`src/rtl/adder4_serial_ctrl.sv`:
```
// Serial operand loader and result capture stage wrapped around the combinational adder4.
// Optional accumulate mode (X reloaded from the previous sum) is enabled by ADDER4_SERIAL_ACCUM_EN.
module adder4_serial_ctrl (
    input  logic       clk,
    input  logic       rst_n,
    input  logic       start,
    input  logic       din,
    input  logic       in_valid,
`ifdef ADDER4_SERIAL_ACCUM_EN
    input  logic       acc_mode,
`endif
    output logic       in_ready,
    output logic       x_0,
    output logic       x_1,
    output logic       x_2,
    output logic       x_3,
    output logic       y_0,
    output logic       y_1,
    output logic       y_2,
    output logic       y_3,
    output logic       c_in,
    input  logic       s_0,
    input  logic       s_1,
    input  logic       s_2,
    input  logic       s_3,
    input  logic       c_out,
    output logic [3:0] sum,
    output logic       carry,
    output logic       out_valid,
    input  logic       out_ready,
    output logic       busy
);

    typedef enum logic [1:0] {IDLE, LOAD, ADD, HOLD} state_t;

    state_t     state;
    logic [3:0] cnt;
    logic       go;
    logic       acc;

`ifdef ADDER4_SERIAL_ACCUM_EN
    assign acc = acc_mode;
`else
    assign acc = 1'b0;
`endif

    // HOLD may restart only on the handshake cycle, so the result is never dropped.
    assign go = start && ((state == IDLE) || ((state == HOLD) && out_ready));

    always_ff @(posedge clk or negedge rst_n) begin
        if (!rst_n) begin
            state     <= IDLE;
            cnt       <= '0;
            x_0       <= 1'b0;
            x_1       <= 1'b0;
            x_2       <= 1'b0;
            x_3       <= 1'b0;
            y_0       <= 1'b0;
            y_1       <= 1'b0;
            y_2       <= 1'b0;
            y_3       <= 1'b0;
            c_in      <= 1'b0;
            sum       <= '0;
            carry     <= 1'b0;
            out_valid <= 1'b0;
            in_ready  <= 1'b0;
            busy      <= 1'b0;
        end else if (go) begin
            state     <= LOAD;
            in_ready  <= 1'b1;
            busy      <= 1'b1;
            out_valid <= 1'b0;
            if (acc) begin
                cnt <= 4'd4;
                x_0 <= sum[3];
                x_1 <= sum[2];
                x_2 <= sum[1];
                x_3 <= sum[0];
            end else begin
                cnt <= 4'd0;
            end
        end else begin
            case (state)
                LOAD: begin
                    if (in_valid) begin
                        case (cnt)
                            4'd0:    x_0  <= din;
                            4'd1:    x_1  <= din;
                            4'd2:    x_2  <= din;
                            4'd3:    x_3  <= din;
                            4'd4:    y_0  <= din;
                            4'd5:    y_1  <= din;
                            4'd6:    y_2  <= din;
                            4'd7:    y_3  <= din;
                            default: c_in <= din;
                        endcase
                        if (cnt == 4'd8) begin
                            state    <= ADD;
                            in_ready <= 1'b0;
                        end else begin
                            cnt <= cnt + 4'd1;
                        end
                    end
                end
                ADD: begin
                    sum       <= {s_0, s_1, s_2, s_3};
                    carry     <= c_out;
                    out_valid <= 1'b1;
                    state     <= HOLD;
                end
                HOLD: begin
                    if (out_ready) begin
                        state     <= IDLE;
                        out_valid <= 1'b0;
                        busy      <= 1'b0;
                    end
                end
                default: ;
            endcase
        end
    end

endmodule

```
`config.mk`:
```
export PLATFORM = sky130hd
export DESIGN_NAME = adder4_serial_ctrl
export DESIGN_NICKNAME = d
export VERILOG_FILES = /design/src/rtl/adder4_serial_ctrl.sv
export SDC_FILE = /design/constraint.sdc
export NUM_CORES = 1
export LEC_CHECK = 0
export CORE_ASPECT_RATIO = 1.5
export CORE_MARGIN = 2
export CORE_UTILIZATION = 45
export DETAILED_ROUTE_END_ITERATION = 8
export PLACE_DENSITY = 0.8
export SYNTH_ARGS = -nofsm -noshare
export SYNTH_HDL_FRONTEND = slang
export SYNTH_SLANG_ARGS = --single-unit
```
`constraint.sdc`:
```
create_clock -name clk -period 1.7 [get_ports clk]
set_input_delay 0.34 -clock clk [delete_from_list [all_inputs] [get_ports clk]]
set_output_delay 0.34 -clock clk [all_outputs]
set_load 0.005 [all_outputs]
```
After elaboration in Yosys (flattened, before gate mapping). Index checks and enable logic that the tools add are counted.

Logic and storage cells: 80. Bits of input ports: 11. Flip-flop bits (word level): 23. Output and inout port bits: 17.

Reduce and logical (&&, ||, !) cells: 28. Muxes and demuxes: 18. Add/sub/neg operators: 1. Bitwise operators: 2. Eq/ne operators: 15.

Operators by type and width (count): AND reduction 4 bit (10); equality test 4 x 3 -> 1 bit, second input constant (4); 2-to-1 mux 4 bit (4); nonzero test 2 bit (5); inequality test 3 bit, second input constant (3); equality test 4 x 2 -> 1 bit, second input constant (2); 2-to-1 mux 1 bit (8); 2-to-1 mux 2 bit (4); OR reduction 8 bit (1); case mux 2 bit (3 select lines) (1); AND reduction 2 bit (3); AND reduction 3 bit (2); adder 4 x 1 -> 4 bit, second input constant (1); equality test 2 bit, second input constant (2); equality test 4 x 1 -> 1 bit, second input constant (1); equality test 4 bit, second input constant (1); zero test 4 bit (1); nonzero test 4 bit (1); nonzero test 3 bit (1); equality test 2 x 1 -> 1 bit, second input constant (1); logical AND 1 bit (2); zero test 2 bit (1); inequality test 2 bit, second input constant (1); NOT 1 bit (2); 2 further kinds (2).

Depth between registers and ports, before layout.
Word-level depth: 6. Depth in mapped cells: 7. Depth with buffers taken out: 5.

Least setup slack after synthesis. OpenSTA, ideal clock, no wires.

Path kind: register to register. Start point: reg cnt[0]. End point: reg c_in. Period minus slack after synthesis: 1876 ps. Data arrival time: 1748 ps. Data required time: 1572 ps. Setup time: 128 ps. Stages on the path, launching flop included: 6. Slack: -176 ps. Path buffers: 0. Cell sequence: dfrtp_1 > inv_1 > ha_1 > or4_1 > a221oi_2 > mux2_1.

Longest elaborated chain between the ends: 4. Elaborated cells on any way between the ends: 11. Those cells by class: eq/ne (7); bitwise (1); reduce/logical (3).

Ends and longest elaborated chain: start: declaration (RTL line 37) `logic [3:0] cnt;`; start signal: assignment (RTL line 101) `cnt <= cnt + 4'd1;`; equality test 4 x 3 -> 1 bit, or another cell as far along (RTL line 86) `case (cnt)`; OR reduction 8 bit (no source line) (*); NOT 1 bit (no source line) (*); AND reduction 4 bit (no source line) (*); end signal: assignment (RTL line 95) `default: c_in <= din;`; end: declaration (RTL line 21) `output logic c_in,`.

Every way passes the cells marked *; elsewhere a longest branch is shown, timed or not. A chain may end at the register's enable or synchronous reset.

Worst setup path after layout.
Start point: reg cnt[1]. End point: reg c_in.

Same word-level chain as after synthesis.

==> summary.txt <==
status -> finished with violations
failing checks -> setup timing
vias in the first global route -> 1154
max incr delay on CP -> 0.54 ns
Hold Path Class -> primary input to async pin
num rows -> 23
Worst EP required -> 1.86 ns
sequential share of the synthesized area -> 0.444
residual DRC count -> 0
design area -> 2020 um^2
Final Hold Viols -> 0
# clock sinks -> 23
clock latency on the worst-skew pair -> 0.27 ns
Peak Freq -> 531 MHz
Post-synth ARST share -> 1.00
Die Area -> 3340 um^2
DR pass1 iterations -> 4
Initial DRC Count -> 17
Setup Skew -> 0.00266 ns
cell taking the most area after synthesis -> dfrtp_1
Leakage -> 0.809 nW
root cell of the clock tree -> clkbuf_8
area share of the largest cell type after synthesis -> 0.444
TritonCTS clock tree -> yes
total power -> 0.00320 W
Final GP Congestion -> 0.782
Critical Path, Cell by Cell -> ha_2, or4_4, a221oi_4, mux2_4
endpoint class of the critical path -> register
EDFF count, synth -> 0
Longest Clk Path Bufs -> 2
chip width -> 47.8 um
placed cell count -> 186
Port-buffer cells -> 27
Final Util -> 0.747
critical path type -> register to register
Placed Instance Area -> 1790 um^2
Post-Route WL -> 3090 um
crit path max fanout -> 4
top_reg_cell synth -> dfrtp_1
H-tree level count -> 1
Vias/cell -> 5.32
Remaining Overflow, GRT -> 0
share of cells above drive strength 1 -> 0.436
WL/cell -> 16.0 um
core area -> 2710 um^2
RSZ-0062 raised after global routing -> yes
final cell count without fillers -> 193
synthesized area per cell -> 11.9 um^2
height of the chip -> 69.8 um
MaxCap Viol Count -> 0
post-route ant nets -> 0
syn_nets -> 129
Fin Setup TNS -> -0.631 ns
DP HPWL -> 2060 um
startpoint types -> register
pwr dens -> 1580 nW/um^2
Rel. slew slack -> 0.776
initial antenna violation count -> 0
crit path DAT -> 2.04 ns
pin count of the biggest net entering global routing -> 24
number of synthesized register bits -> 23
clock-pin transition on the worst setup and hold timing paths -> 0.08 ns
slowest CP cell -> or4_4
endpoints failing setup -> 7
TritonCTS Buffers -> 3
Starting Density -> 0.480
Layout area overhead -> 55.8%
maximum vdd drop -> 1.13 mV
io pins -> 28
period utilization -> 1.11
crit path time final -> 1.88 ns
Top Registers -> cnt: 4 flops, sum: 4 flops, state: 2 flops
yosys warns -> 0
worst setup margin -> -0.183 ns
R2R setup slack -> -0.18 ns
cells after synthesis -> 109
Yosys cell types -> 30
first-pass GRT wire length -> 5130 um
Synth area leaders -> dfrtp_1, mux2_2, ha_1, a2111oi_4, a21oi_1
Final Slew Violations -> 0
Post-CTS Hold Fix Bufs -> 0
cell area after synthesis -> 1300 um^2
Nets -> 177
vias post-DR -> 1027
number of antenna diodes -> 0
Total GRT Usage -> 0.211
worst slew pin tran -> 0.335 ns
[where the power goes]
group	leakage [nW]	internal [W]	switching, W	total, W
Sequential	0.284	0.000758	0.000145	0.000904
Clock	0.0228	0.000168	0.000175	0.000343
Combinational	0.502	0.00110	0.000855	0.00195
Total	0.809	0.00203	0.00118	0.00320
[critical path, delay by kind of cell, from the launching register on]
family	cells	cell delay, ns
AO/OA/AOI/OAI	1	0.27
adder cells (fa/ha/maj)	1	0.20
flip-flops	1	0.44
multiplexers	1	0.32
AND/OR/NAND/NOR	1	0.54
[per-stage QoR]
| stage | hold slack (ns) | setup slack (ns) |
|---|---|---|
| finish | 0.411 | -0.183 |
| floorplan | 0.0444 | -0.137 |
| CTS | 0.432 | -0.194 |
| global route | 0.466 | -0.242 |
| detailed placement | 0.480 | -0.311 |
| global placement | 0.461 | -0.267 |
[placed cells by master, fill, tap and decap left out, types with 3 or more instances in the layout]
master	count
ha_1	3
dfrtp_1	21
a21oi_1	9
o21ai_0	4
mux2_4	9
inv_2	3
clkdlybuf4s50_1	27
mux2_2	6
nand2b_1	6
clkbuf_8	3
inv_1	3
buf_4	20
a2111oi_4	6
ha_2	5
[repair_timing]
action	CTS	global route
buffers inserted	4	0
setup endpoints to repair	12	17
pin swaps	3	3
gates resized for setup	21	11
[per-layer routing]
layer / part of all wire / GRT usage / vias to the layer above
li1: - / - / 486
met1: 0.39 / 0.241 / 507
met2: 0.57 / 0.363 / 27
met3: 0.025 / 0.0286 / 7
met4: 0.022 / 0.0931 / 0
met5: 0 / 0 / -
[Yosys cell counts, types with 3 or more instances]
| master | n |
|---|---|
| buf_6 | 3 |
| a2111oi_0 | 4 |
| o21ai_0 | 4 |
| dfrtp_1 | 23 |
| a21oi_1 | 9 |
| inv_1 | 6 |
| mux2_2 | 14 |
| ha_1 | 9 |
| nand2b_1 | 6 |
[final timing paths]
check,start,to,depth (start not counted)
max,cnt[1]$_DFFE_PN0P_,c_in$_DFFE_PN0P_,4
min,rst_n,sum[2]$_DFFE_PN0P_,2
max reg2reg,cnt[1]$_DFFE_PN0P_,c_in$_DFFE_PN0P_,4
min reg2reg,busy$_DFFE_PN0P_,busy$_DFFE_PN0P_,1
max in group asynchronous,rst_n,cnt[1]$_DFFE_PN0P_,2
min in group clk,busy$_DFFE_PN0P_,busy$_DFFE_PN0P_,1
[area by class of cell]
cell class              count  area (um^2)
fillers                   182          683
flip-flops and latches     23          578
multi-input cells          73          867
repair buffers             50          463
inverters                   6         22.5
clock buffers               4         45.0
well taps                  37         46.3
[cells by family (layout without fill, tap and decap cells)]
| family | after synthesis | in the layout | synth area share |
|---|---|---|---|
| AO/OA/AOI/OAI | 26 | 26 | 0.167 |
| adder cells (fa/ha/maj) | 9 | 9 | 0.0868 |
| buffers and inverters | 13 | 60 | 0.0569 |
| flip-flops | 23 | 23 | 0.444 |
| multiplexers | 17 | 17 | 0.146 |
| AND/OR/NAND/NOR | 21 | 21 | 0.100 |
(Power assumes the default switching activity.)
